===== src/rtl/game_pkg.sv =====
// Shared game constants and the hit/stop FSM state encoding, used by the
// hit-stop controller and by the scroll and spawn blocks.
package game_pkg;

  typedef enum logic [1:0] {
    ST_RUN    = 2'd0,
    ST_STOP   = 2'd1,
    ST_INVULN = 2'd2,
    ST_OVER   = 2'd3
  } hs_state_t;

  localparam int DEF_LIVES         = 3;
  localparam int DEF_STOP_FRAMES   = 30;
  localparam int DEF_INVULN_FRAMES = 90;
  localparam int DEF_BLINK_DIV     = 8;

  function automatic int max_int(input int a, input int b);
    return (a > b) ? a : b;
  endfunction

endpackage


===== src/rtl/hit_stop_ctrl_if.sv =====
// Signal bundle between the game driver (collision/frame logic) and the
// hit-stop controller; state_dbg exposes the FSM state for observation.
interface hit_stop_ctrl_if #(
  parameter int LW = 2
);
  import game_pkg::*;

  // No backpressure anywhere: tick/hit/restart are sampled on every rising clk
  // edge (tick and restart are one-cycle strobes, hit is a level), and all
  // outputs are registered and valid every cycle.
  logic          tick;
  logic          hit;
  logic          restart;
  logic          freeze;
  logic          visible;
  logic [LW-1:0] lives;
  logic          game_over;
  logic          hit_pulse;
  hs_state_t     state_dbg;

  modport master (
    output tick, hit, restart,
    input  freeze, visible, lives, game_over, hit_pulse, state_dbg
  );

  modport slave (
    input  tick, hit, restart,
    output freeze, visible, lives, game_over, hit_pulse, state_dbg
  );

endinterface


===== src/rtl/tick_down_counter.sv =====
// Loadable down counter that steps once per frame tick and parks at zero.
module tick_down_counter #(
  parameter int WIDTH = 4
) (
  input  logic             clk,
  input  logic             rst_n,
  input  logic             load,
  input  logic [WIDTH-1:0] load_val,
  input  logic             tick,
  output logic [WIDTH-1:0] count,
  output logic             zero
);

  logic [WIDTH-1:0] count_q;

  // Load beats tick; a tick at zero holds so the counter never wraps.
  always_ff @(posedge clk or negedge rst_n) begin
    if (!rst_n) begin
      count_q <= '0;
    end else if (load) begin
      count_q <= load_val;
    end else if (tick && (count_q != '0)) begin
      count_q <= count_q - WIDTH'(1);
    end
  end

  assign count = count_q;
  assign zero  = (count_q == '0);

endmodule


===== src/rtl/hit_stop_ctrl.sv =====
// Turns the collision level into lives, a frozen hit-stop, a blinking
// invulnerability window and a latched game-over.
module hit_stop_ctrl
  import game_pkg::*;
#(
  parameter int LIVES         = DEF_LIVES,
  parameter int STOP_FRAMES   = DEF_STOP_FRAMES,
  parameter int INVULN_FRAMES = DEF_INVULN_FRAMES,
  parameter int BLINK_DIV     = DEF_BLINK_DIV
) (
  input  logic            clk,
  input  logic            rst_n,
  hit_stop_ctrl_if.slave  bus
);

  localparam int LW      = $clog2(LIVES + 1);
  localparam int CNT_MAX = max_int(STOP_FRAMES, INVULN_FRAMES);
  localparam int CNT_W   = (CNT_MAX > 1) ? $clog2(CNT_MAX) : 1;
  localparam int BLK_W   = $clog2(BLINK_DIV + 1);

  localparam logic [CNT_W-1:0] STOP_LOAD   = CNT_W'(STOP_FRAMES - 1);
  localparam logic [CNT_W-1:0] INVULN_LOAD = CNT_W'(INVULN_FRAMES - 1);
  localparam logic [BLK_W-1:0] BLINK_LOAD  = BLK_W'(BLINK_DIV - 1);

  hs_state_t      state_q, state_d;
  logic [LW-1:0]  lives_q, lives_d;
  logic           visible_q, visible_d;
  logic           hit_pulse_q, hit_pulse_d;
  logic           freeze_q, freeze_d;
  logic           game_over_q, game_over_d;

  logic             main_load, main_tick, main_zero;
  logic [CNT_W-1:0] main_val, main_cnt;
  logic             blink_load, blink_tick, blink_zero;
  logic [BLK_W-1:0] blink_val, blink_cnt;
  logic             unused_cnt;

  // Frame ticks only count while frozen or invulnerable; RUN and OVER ignore them.
  assign main_tick  = bus.tick && ((state_q == ST_STOP) || (state_q == ST_INVULN));
  assign blink_tick = bus.tick && (state_q == ST_INVULN);
  assign unused_cnt = ^{main_cnt, blink_cnt};

  tick_down_counter #(.WIDTH(CNT_W)) u_main_cnt (
    .clk      (clk),
    .rst_n    (rst_n),
    .load     (main_load),
    .load_val (main_val),
    .tick     (main_tick),
    .count    (main_cnt),
    .zero     (main_zero)
  );

  tick_down_counter #(.WIDTH(BLK_W)) u_blink_cnt (
    .clk      (clk),
    .rst_n    (rst_n),
    .load     (blink_load),
    .load_val (blink_val),
    .tick     (blink_tick),
    .count    (blink_cnt),
    .zero     (blink_zero)
  );

  always_ff @(posedge clk or negedge rst_n) begin
    if (!rst_n) begin
      state_q     <= ST_RUN;
      lives_q     <= LW'(LIVES);
      visible_q   <= 1'b1;
      hit_pulse_q <= 1'b0;
      freeze_q    <= 1'b0;
      game_over_q <= 1'b0;
    end else begin
      state_q     <= state_d;
      lives_q     <= lives_d;
      visible_q   <= visible_d;
      hit_pulse_q <= hit_pulse_d;
      freeze_q    <= freeze_d;
      game_over_q <= game_over_d;
    end
  end

  always_comb begin
    state_d     = state_q;
    lives_d     = lives_q;
    visible_d   = visible_q;
    hit_pulse_d = 1'b0;
    main_load   = 1'b0;
    main_val    = '0;
    blink_load  = 1'b0;
    blink_val   = '0;

    if (bus.restart) begin
      state_d    = ST_RUN;
      lives_d    = LW'(LIVES);
      visible_d  = 1'b1;
      main_load  = 1'b1;
      blink_load = 1'b1;
    end else begin
      case (state_q)
        ST_RUN: begin
          visible_d = 1'b1;
          if (bus.hit) begin
            hit_pulse_d = 1'b1;
            if (lives_q <= LW'(1)) begin
              lives_d = '0;
              state_d = ST_OVER;
            end else begin
              lives_d   = lives_q - LW'(1);
              state_d   = ST_STOP;
              main_load = 1'b1;
              main_val  = STOP_LOAD;
            end
          end
        end
        ST_STOP: begin
          if (bus.tick && main_zero) begin
            state_d    = ST_INVULN;
            main_load  = 1'b1;
            main_val   = INVULN_LOAD;
            blink_load = 1'b1;
            blink_val  = BLINK_LOAD;
            visible_d  = 1'b0;
          end
        end
        ST_INVULN: begin
          if (bus.tick && main_zero) begin
            state_d    = ST_RUN;
            visible_d  = 1'b1;
            blink_load = 1'b1;
          end else if (bus.tick && blink_zero) begin
            visible_d  = ~visible_q;
            blink_load = 1'b1;
            blink_val  = BLINK_LOAD;
          end
        end
        default: begin
          visible_d = 1'b1;
        end
      endcase
    end

    freeze_d    = (state_d == ST_STOP) || (state_d == ST_OVER);
    game_over_d = (state_d == ST_OVER);
  end

  assign bus.freeze    = freeze_q;
  assign bus.visible   = visible_q;
  assign bus.lives     = lives_q;
  assign bus.game_over = game_over_q;
  assign bus.hit_pulse = hit_pulse_q;
  assign bus.state_dbg = state_q;

endmodule


===== src/flat_wrapper.sv =====
// flat-port wrapper written by rule: the top's interface ports become plain ports
module hit_stop_ctrl_flat import game_pkg::*;
#(
  parameter int LIVES         = DEF_LIVES,
  parameter int STOP_FRAMES   = DEF_STOP_FRAMES,
  parameter int INVULN_FRAMES = DEF_INVULN_FRAMES,
  parameter int BLINK_DIV     = DEF_BLINK_DIV
)
  (clk, rst_n, bus_tick, bus_hit, bus_restart, bus_freeze, bus_visible, bus_lives, bus_game_over, bus_hit_pulse, bus_state_dbg);
  hit_stop_ctrl_if #(.LW(($clog2(LIVES + 1)))) bus_i ();
  input  logic clk;
  input  logic rst_n;
  input wire logic [$bits(bus_i.tick)-1:0] bus_tick;
  input wire logic [$bits(bus_i.hit)-1:0] bus_hit;
  input wire logic [$bits(bus_i.restart)-1:0] bus_restart;
  output wire logic [$bits(bus_i.freeze)-1:0] bus_freeze;
  output wire logic [$bits(bus_i.visible)-1:0] bus_visible;
  output wire logic [$bits(bus_i.lives)-1:0] bus_lives;
  output wire logic [$bits(bus_i.game_over)-1:0] bus_game_over;
  output wire logic [$bits(bus_i.hit_pulse)-1:0] bus_hit_pulse;
  output wire logic [$bits(bus_i.state_dbg)-1:0] bus_state_dbg;
  assign bus_i.tick = bus_tick;
  assign bus_i.hit = bus_hit;
  assign bus_i.restart = bus_restart;
  assign bus_freeze = bus_i.freeze;
  assign bus_visible = bus_i.visible;
  assign bus_lives = bus_i.lives;
  assign bus_game_over = bus_i.game_over;
  assign bus_hit_pulse = bus_i.hit_pulse;
  assign bus_state_dbg = bus_i.state_dbg;
  hit_stop_ctrl #(.LIVES(LIVES), .STOP_FRAMES(STOP_FRAMES), .INVULN_FRAMES(INVULN_FRAMES), .BLINK_DIV(BLINK_DIV)) u_core (.clk(clk), .rst_n(rst_n), .bus(bus_i));
endmodule

===== config.mk =====
export PLATFORM = sky130hd
export DESIGN_NAME = hit_stop_ctrl_flat
export DESIGN_NICKNAME = d
export VERILOG_FILES = /design/src/rtl/game_pkg.sv /design/src/rtl/hit_stop_ctrl_if.sv /design/src/rtl/tick_down_counter.sv /design/src/rtl/hit_stop_ctrl.sv /design/src/flat_wrapper.sv
export SDC_FILE = /design/constraint.sdc
export NUM_CORES = 1
export LEC_CHECK = 0
export CAP_MARGIN = 10
export CORE_UTILIZATION = 39
export CTS_BUF_LIST = sky130_fd_sc_hd__clkbuf_8
export DETAILED_ROUTE_END_ITERATION = 10
export GPL_TIMING_DRIVEN = 0
export MAX_ROUTING_LAYER = met4
export PLACE_DENSITY_LB_ADDON = 0.3
export SLEW_MARGIN = 0
export SYNTH_ARGS = -nofsm -noshare
export SYNTH_HDL_FRONTEND = slang
export SYNTH_SLANG_ARGS = --single-unit

===== constraint.sdc =====
create_clock -name clk -period 2.7 [get_ports clk]
set_input_delay 0.54 -clock clk [delete_from_list [all_inputs] [get_ports clk]]
set_output_delay 0.54 -clock clk [all_outputs]
set_load 0.05 [all_outputs]

# After elaboration in Yosys (flattened, before gate mapping)
# Index checks and enable logic that the tools add are counted.
# W data, S select, Z words.
# totals
reg_bits	19
# classes
mux	41
order_cmp	1
reduce_logical	19
n_addsub	3
bitwise	1
eq_ne	6
# op_table
cell	n
$mux W7	5
$mux W2	9
$mux W4	4
$mux W1	14
$pmux W7 S2	1
$pmux W4 S2	1
$reduce_bool A2 Y1	4
$logic_not A7 Y1	1
$reduce_bool A7 Y1	1
$sub A7 B1 Y7 const B	1
$logic_and A1 B1 Y1	6
$mux W3	2
$pmux W1 S2	3
$pmux W2 S3	1
$mux W5	1
$eq A2 B1 Y1 const B	2
$eq A2 B2 Y1 const B	2
$logic_not A4 Y1	1
$ne A4 B4 Y1 const B	1
$reduce_and A2 Y1	2
$reduce_bool A4 Y1	1
$sub A4 B1 Y4 const B	1
$ne A3 B3 Y1 const B	1
$le A2 B1 Y1 const B	1
other kinds (4)	5

# Logic depth before layout (Yosys ltp)
# Gate-level depths: netlist of run 1.
# logic_depth
depth_word	7
ltp_mapped	8
depth_no_buf	7

# By module
# A second synthesis of run 1 with hierarchy kept.
# hier_totals
cells_unflattened	133
area_unflattened_um2	1213.7
# modules_own_cells
module	instances	area_per_inst_um2	cells_each	seq_area_each_um2
hit_stop_ctrl	1	481.7	54	178.9
tick_down_counter at u_core.u_main_cnt	1	461.7	52	175.2
tick_down_counter at u_core.u_blink_cnt	1	270.3	27	100.1

# Least setup slack after synthesis of run 1
# OpenSTA, ideal clock, no wires.
# synth_timing
path_type	flip-flop to flip-flop
startpoint	register u_core.state_q[1], in the netlist u_core.bus.state_dbg[1]
endpoint	register u_core.u_main_cnt.count_q[5], in the netlist u_core.u_main_cnt.count[5]
period_less_slack_ns	2.224
required_time_ns	2.565
stages_incl_launch_ff	8
arrival_ns	2.089
setup_time_ns	0.135
path_slack_ns	0.476
path_cell_list	dfrtp_1 > inv_1 > ha_1 > nand2_8 > a211o_1 > or3_1 > xor2_1 > nor3_2
# synth_via
elab_chain_cells	5
word_cells_on_any_way	12
classes_between	2 x eq/ne; 5 x mux; 5 x reduce/logical
# synth_lines
item	line_no	source
start, declared	hit_stop_ctrl.sv:25	hs_state_t state_q, state_d;
start signal, assigned	hit_stop_ctrl.sv:72	state_q <= state_d;
branches (longest 5 deep; another with $pmux W7 S2)	n/a	
end signal, assigned	tick_down_counter.sv:21	count_q <= load_val;
end signal, assigned	tick_down_counter.sv:23	count_q <= count_q - WIDTH'(1);
end, declared	tick_down_counter.sv:14	logic [WIDTH-1:0] count_q;
# Parallel ways; which one is timed is not known.
# A chain may end at the register's enable or synchronous reset.

# Worst setup path after layout of run 1
# layout_timing
startpoint	register u_core.lives_q[1], in the netlist u_core.bus.lives[1]
endpoint	output bus_lives[1]
# layout_lines
item	line_no	source
start, declared	hit_stop_ctrl.sv:26	logic [LW-1:0] lives_q, lives_d;
start signal, assigned	hit_stop_ctrl.sv:66	lives_q <= LW'(LIVES);
start signal, assigned	hit_stop_ctrl.sv:73	lives_q <= lives_d;
end, declared	flat_wrapper.sv:18	output wire logic [$bits(bus_i.lives)-1:0] bus_lives;
# No word-level cell between the ends.

==> results of run 1 <==
-- report_power, final --
part,switching [mW],leakage (nW),internal [mW]
Sequential,0.0323,0.244,0.317
Clock,0.0954,0.0269,0.101
Combinational,0.201,0.300,0.120
-- synth_stat cells (all sizes together) --
library cell  instances
o31ai                 1
o211ai                2
nor2b                 1
o21ai                 5
nand3                 3
nand2                12
or3                   2
nor2                  8
and3                  1
a21oi                11
inv                   9
a311oi                2
xor2                  5
a2111oi               1
clkbuf                2
xnor2                 2
nor3b                 1
nand3b                1
dfrtp                16
nor4                  1
a211o                 2
nor4b                 2
nor3                  6
ha                    8
o32a                  3
a31oi                 3
mux2i                 1
o311a                 2
a31o                  1
dfstp                 3
nand4                 1
and2                  1
-- registers in the layout, indices dropped and copies added (netlist names) --
| register | count |
|---|---|
| u_core.bus.freeze | 1 |
| u_core.bus.game_over | 1 |
| u_core.bus.hit_pulse | 1 |
| u_core.bus.lives | 2 |
| u_core.bus.state_dbg | 2 |
| u_core.bus.visible | 1 |
| u_core.u_blink_cnt.count | 4 |
| u_core.u_main_cnt.count | 7 |
-- per-layer routing --
| layer | part of all wire (%) | wire, um | GRT usage, % |
|---|---|---|---|
| met2 | 48 | 1200 | 28.6 |
| met4 | 1.5 | 37 | 7.32 |
| met1 | 47 | 1170 | 23.4 |
| met3 | 2.7 | 66 | 2.04 |
| met5 | 0 | 0 | - |
-- through the flow --
stage | util, % | hold WS [ns]
4_1_cts | 49.4 | 0.516
5_1_grt | 49.4 | 0.541
3_5_place_dp | 47.8 | 0.501
3_3_place_gp | 47.8 | 0.497
6_report | 49.4 | 0.514
2_1_floorplan | - | 0.244
-- cell type report --
class	instances	area, um2
Buffer	2	7.51
Timing Repair Buffer	12	120
Sequential cell	19	479
Multi-Input combinational cell	89	673
Inverter	9	33.8
Clock inverter	1	3.75
Tap cell	31	38.8
Fill cell	272	1430
Clock buffer	3	41.3
-- how the worst max path moves through the flow --
stage | depth (start not counted) | endpoint | startpoint
6_report | 1 | bus_lives[1] | u_core.bus.lives[1]$_DFFE_PN1P_
5_1_grt | 7 | u_core.u_blink_cnt.count[0]$_DFFE_PN0P_ | u_core.u_blink_cnt.count[0]$_DFFE_PN0P_
4_1_cts | 1 | bus_lives[1] | u_core.bus.lives[1]$_DFFE_PN1P_
3_5_place_dp | 6 | u_core.u_main_cnt.count[5]$_DFFE_PN0P_ | bus_tick
3_3_place_gp | 6 | u_core.u_main_cnt.count[5]$_DFFE_PN0P_ | bus_tick
2_1_floorplan | 7 | u_core.u_main_cnt.count[5]$_DFFE_PN0P_ | u_core.bus.state_dbg[1]$_DFF_PN0_
-- cells by family (layout without fill, tap and decap cells) --
group                    after synthesis  in the layout
AO/OA/AOI/OAI                         33             33
XOR/XNOR                               7              7
flip-flops                            19             19
multiplexers                           1              1
buffers and inverters                 11             27
adder cells (fa/ha/maj)                8              8
AND/OR/NAND/NOR                       40             40
==> flow_metrics.tcl, run 1 <==
set metrics [dict create \
    detailroute.via_count 960 \
    critPathMaxFanout 5 \
    avgSynthCellArea_um2 10.0 \
    floorplan.core_area_um2 2830 \
    synth_top_family_by_area "simple AND/OR/NAND/NOR gates" \
    cts_htree_levels 1 \
    grt_setup_unrepaired "false" \
    placed_area_um2 1350 \
    sequential_share_of_the_synthesized_area_pct 40.1 \
    final-setup-viol-count 0 \
    clock-root-buffer "clkbuf_8" \
    clock_latency_ns 0.26 \
    yosysTopAreaCellShare_pct 33.5 \
    dp.cells 162 \
    synth_mux_area_share_pct 0.839 \
    syn_inst 119 \
    drt_iter0_drc 24 \
    worst-r2r-cell-count 8 \
    powerDensity_nw_per_um2 620 \
    number_of_sinks_on_the_clock_net 19 \
    numCtsBuffers 3 \
    outcome "complete, but fails checks" \
    final-hold-violation-count 0 \
    timing.critical_path.cells "clkdlybuf4s50_1" \
    post_synth_instance_area_um2 1190 \
    startpoint_type "flip-flop" \
    number_of_antenna_violations_at_the_first_check_in_global_routing 0 \
    via_per_inst 5.78 \
    rr_endpoint "u_core.u_blink_cnt.count[2]$_DFFE_PN0P_" \
    hp-class "flip-flop to flip-flop" \
    hp-start "u_core.bus.lives[1]$_DFFE_PN1P_" \
    max_cap_viol_count 0 \
    r2r_start "u_core.u_main_cnt.count[0]$_DFFE_PN0P_" \
    globalRouteOverflowTotal 0 \
    timing.setup.critical_path_class "flip-flop to output pin" \
    final_common_cell "dfrtp_1" \
    yosys.area_share.adder_pct 8.39 \
    postRouteWirelength_mm 2.47 \
    synth_simple_gate_area_share_pct 21.5 \
    detailed_place_hpwl_mm 1.79 \
    areaGrowthSynthToFinish_pct 17.1 \
    std_cell_rows 19 \
    cp_num_buf_inv 1 \
    start_util_pct 42.2 \
    worst-slew-pin-transition_ns 0.847 \
    final_weighted_congestion_in_routability_driven_placement 0.770 \
    fin_area_um2 1400 \
    post-layout-total-power_mw 0.866 \
    slowest_stage "clkdlybuf4s50_1" \
    most-common-layout-cells "16 x dfrtp_1, 12 x clkdlybuf4s50_1, 11 x nand2_1, 11 x a21oi_1, 10 x inv_1" \
    grt_start_max_net_pins 20 \
    worst_ep_arrival_time_ns 1.63 \
    global_route_wire_length_before_repair_mm 4.34 \
    vias_in_the_first_global_route 958 \
    drtAntennaViolNets 0 \
    cts_setup_buffers 0 \
    layoutNonFillerInstCount 166 \
    io_pins 13 \
    place_ws_ns 0.317 \
    fmax_achieved_mhz 461 \
    critical_path_required_ns 2.16 \
    synth-seq-cells 19 \
    cp-end-kind "output pin" \
    cts_tree "built" \
    wire_per_inst_um 14.9 \
    critical-path-max-stage-delay_ns 0.80 \
    distinct_cells_synth 36 \
    setup_clock_skew_after_layout_ns 0.00334 \
    leakage_nw 0.571 \
    timing.slew.headroom_pct 43.3 \
    yosys-top-cells-area "dfrtp_1 34%, ha_1 8.4%, dfstp_2 6.6%" \
    setup_total_negative_slack_ns 0 \
    worst_hold_endpoint "u_core.bus.lives[1]$_DFFE_PN1P_" \
    design.die.area_um2 3290 \
    die_h_um 57.3 \
    dr.pass1.iters 7 \
    timing_max_transition_violations_final 0 \
    final.setup.worst_slack_ns 0.532 \
    synth_compound_gate_area_share_pct 20.5 \
    final.period_utilization_pct 80.3 \
    floorplan.die.width_um 57.3 \
    cts.clk_slew.worst_paths_ns 0.07 \
    ctsLongestPathBuffers 2 \
    hold_buffers 0 \
    yosysTopAreaCell "dfrtp_1" \
    yosys.area_share.xor_xnor_pct 5.14 \
    num-nets-final 149 \
    kind_of_cell_adding_the_most_delay_to_the_critical_path "buffers and inverters" \
    ctsResizeCount 0 \
    reg2reg_setup_slack_ns 0.62 \
    final_period_minus_worst_setup_slack_ns 2.17 \
    ys.warnings.count 0 \
    drcViolationCount 4 \
    violations_in_the_final_reports "design-rule violations" \
    layout-drive-gt1-share_pct 12.6 \
    port_buffers 12 \
    track_usage_pct 18.0 \
    syn_nets 132 \
    vdd.ir_drop.worst_v 0.000323 \
    antenna-diode-count 0 \
    hold_path_depth 2 \
]
(Power assumes the default switching activity.)
==> inputs of run 2 (changes only) <==
==> constraint.sdc (replaced) <==
create_clock -name clk -period 1.9 [get_ports clk]
set_input_delay 0.38 -clock clk [delete_from_list [all_inputs] [get_ports clk]]
set_output_delay 0.38 -clock clk [all_outputs]
set_load 0.05 [all_outputs]
==> flow_metrics.tcl, run 2 (synthesis results as in run 1) <==
set metrics [dict create \
    outcome "complete, but fails checks" \
    violations_in_the_final_reports "design-rule violations" \
    antenna-diode-count 0 \
    design.die.area_um2 3290 \
    vdd.ir_drop.worst_v 0.000549 \
    number_of_sinks_on_the_clock_net 19 \
    critPathMaxFanout 5 \
    dp.cells 162 \
    worst-slew-pin-transition_ns 0.865 \
    drcViolationCount 4 \
    setup_total_negative_slack_ns 0 \
    fin_area_um2 1500 \
    wire_per_inst_um 14.5 \
    hold_slack_ns 0.510 \
    clock-root-buffer "clkbuf_8" \
    final.period_utilization_pct 98.5 \
    start_util_pct 42.2 \
    most-common-layout-cells "14 x dfrtp_1, 11 x nand2_1, 11 x a21oi_1" \
    cts_tree "built" \
    startpoint_type "flip-flop" \
    global_route_wire_length_before_repair_mm 4.10 \
    largest_register_ffs 7 \
    die_h_um 57.3 \
    layout-drive-gt1-share_pct 24.6 \
    timing.setup.critical_path_class "flip-flop to output pin" \
    fmax_achieved_mhz 534 \
    critical-path-max-stage-delay_ns 0.82 \
    cts.clk_slew.worst_paths_ns 0.07 \
    place_ws_ns -0.277 \
    io_pins 13 \
    globalRouteOverflowTotal 0 \
    final-setup-viol-count 0 \
    critical_path_required_ns 1.52 \
    final_period_minus_worst_setup_slack_ns 1.87 \
    drtAntennaViolNets 0 \
    port_buffers 12 \
    floorplan.die.width_um 57.3 \
    kind_of_cell_adding_the_most_delay_to_the_critical_path "buffers and inverters" \
    timing_max_transition_violations_final 0 \
    filler_cell_count 253 \
    via_per_inst 5.72 \
    final_common_cell "dfrtp_1" \
    hp-class "flip-flop to flip-flop" \
    slowest_stage "clkdlybuf4s50_1" \
    final-hold-violation-count 0 \
    cts_htree_levels 1 \
    grt_start_max_net_pins 20 \
    dr.pass1.iters 7 \
    max_cap_viol_count 0 \
    numCtsBuffers 3 \
    timing.critical_path.cells "clkdlybuf4s50_1" \
    drt_iter0_drc 22 \
    vias_in_the_first_global_route 927 \
    cp-end-kind "output pin" \
    placed_area_um2 1370 \
    postRouteWirelength_mm 2.52 \
    powerDensity_nw_per_um2 872 \
    grt_setup_unrepaired "true" \
    clock_latency_ns 0.26 \
    layoutNonFillerInstCount 173 \
    timing.slew.headroom_pct 42.2 \
    final_weighted_congestion_in_routability_driven_placement 0.813 \
    detailed_place_hpwl_mm 1.76 \
    track_usage_pct 17.1 \
    number_of_antenna_violations_at_the_first_check_in_global_routing 0 \
    areaGrowthSynthToFinish_pct 25.9 \
    worst_ep_arrival_time_ns 1.49 \
    final.setup.worst_slack_ns 0.0282 \
    num-nets-final 156 \
    ctsLongestPathBuffers 2 \
    leakage_nw 0.623 \
    cp_num_buf_inv 1 \
    std_cell_rows 19 \
    floorplan.core_area_um2 2830 \
    detailroute.via_count 989 \
    setup_clock_skew_after_layout_ns 0.00167 \
]
-- run 2: cell types whose count changed in the layout (fill, tap and decap cells not counted), sizes merged --
cell           change
clkbuf             -1
clkdlybuf4s50      -4
buf                +8
dlygate4sd2        +4
-- run 2: final cells by class --
cell class / instances / area, um2 / area share (%)
Buffer: 1 / 3.75 / 0.250
Sequential cell: 19 / 482 / 32.1
Clock buffer: 3 / 41.3 / 2.75
Clock inverter: 1 / 3.75 / 0.250
Timing Repair Buffer: 20 / 183 / 12.2
Inverter: 9 / 33.8 / 2.25
Multi-Input combinational cell: 89 / 717 / 47.7
Tap cell: 31 / 38.8 / 2.58
-- run 2: timing repair --
item / in CTS / in global routing
hold buffers: 0 / 0
pin swaps: 1 / 3
gates resized for setup: 7 / 10
setup endpoints to repair: 11 / 5
setup buffers: 3 / 5
-- run 2: stage by stage --
step	total power, mW	utilization [%]
CTS	1.27	50.9
global route	1.39	53.1
global placement	0.954	48.3
detailed placement	0.964	48.3
floorplan	0.847	-
finish	1.31	53.1
-- run 2: metal layers --
metal,track usage (%),wire (um),up-vias
li1,-,-,482
met1,19.3,1080,475
met2,29.7,1270,28
met3,4.31,126,4
met4,5.23,34,0
met5,-,0,-
-- run 2: worst paths after layout --
path	startpoint	to	slack, ns	cells past startpoint
worst max-delay path	u_core.bus.state_dbg[1]$_DFF_PN0_	bus_state_dbg[1]	0.03	1
worst min-delay path	u_core.bus.lives[1]$_DFFE_PN1P_	u_core.bus.lives[1]$_DFFE_PN1P_	0.51	2
worst max register to register	u_core.u_main_cnt.count[0]$_DFFE_PN0P_	u_core.u_main_cnt.count[5]$_DFFE_PN0P_	0.03	8
max in group asynchronous	rst_n	u_core.bus.state_dbg[1]$_DFF_PN0_	0.70	1
min in group asynchronous	rst_n	u_core.u_blink_cnt.count[2]$_DFFE_PN0P_	0.61	1
worst min register to register	u_core.bus.lives[1]$_DFFE_PN1P_	u_core.bus.lives[1]$_DFFE_PN1P_	0.51	2
-- run 2: power by group --
part	switching [mW]	total, mW	internal [mW]
combinational	0.300	0.533	0.233
clock	0.134	0.278	0.144
sequential	0.0481	0.499	0.451
total	0.482	1.31	0.828
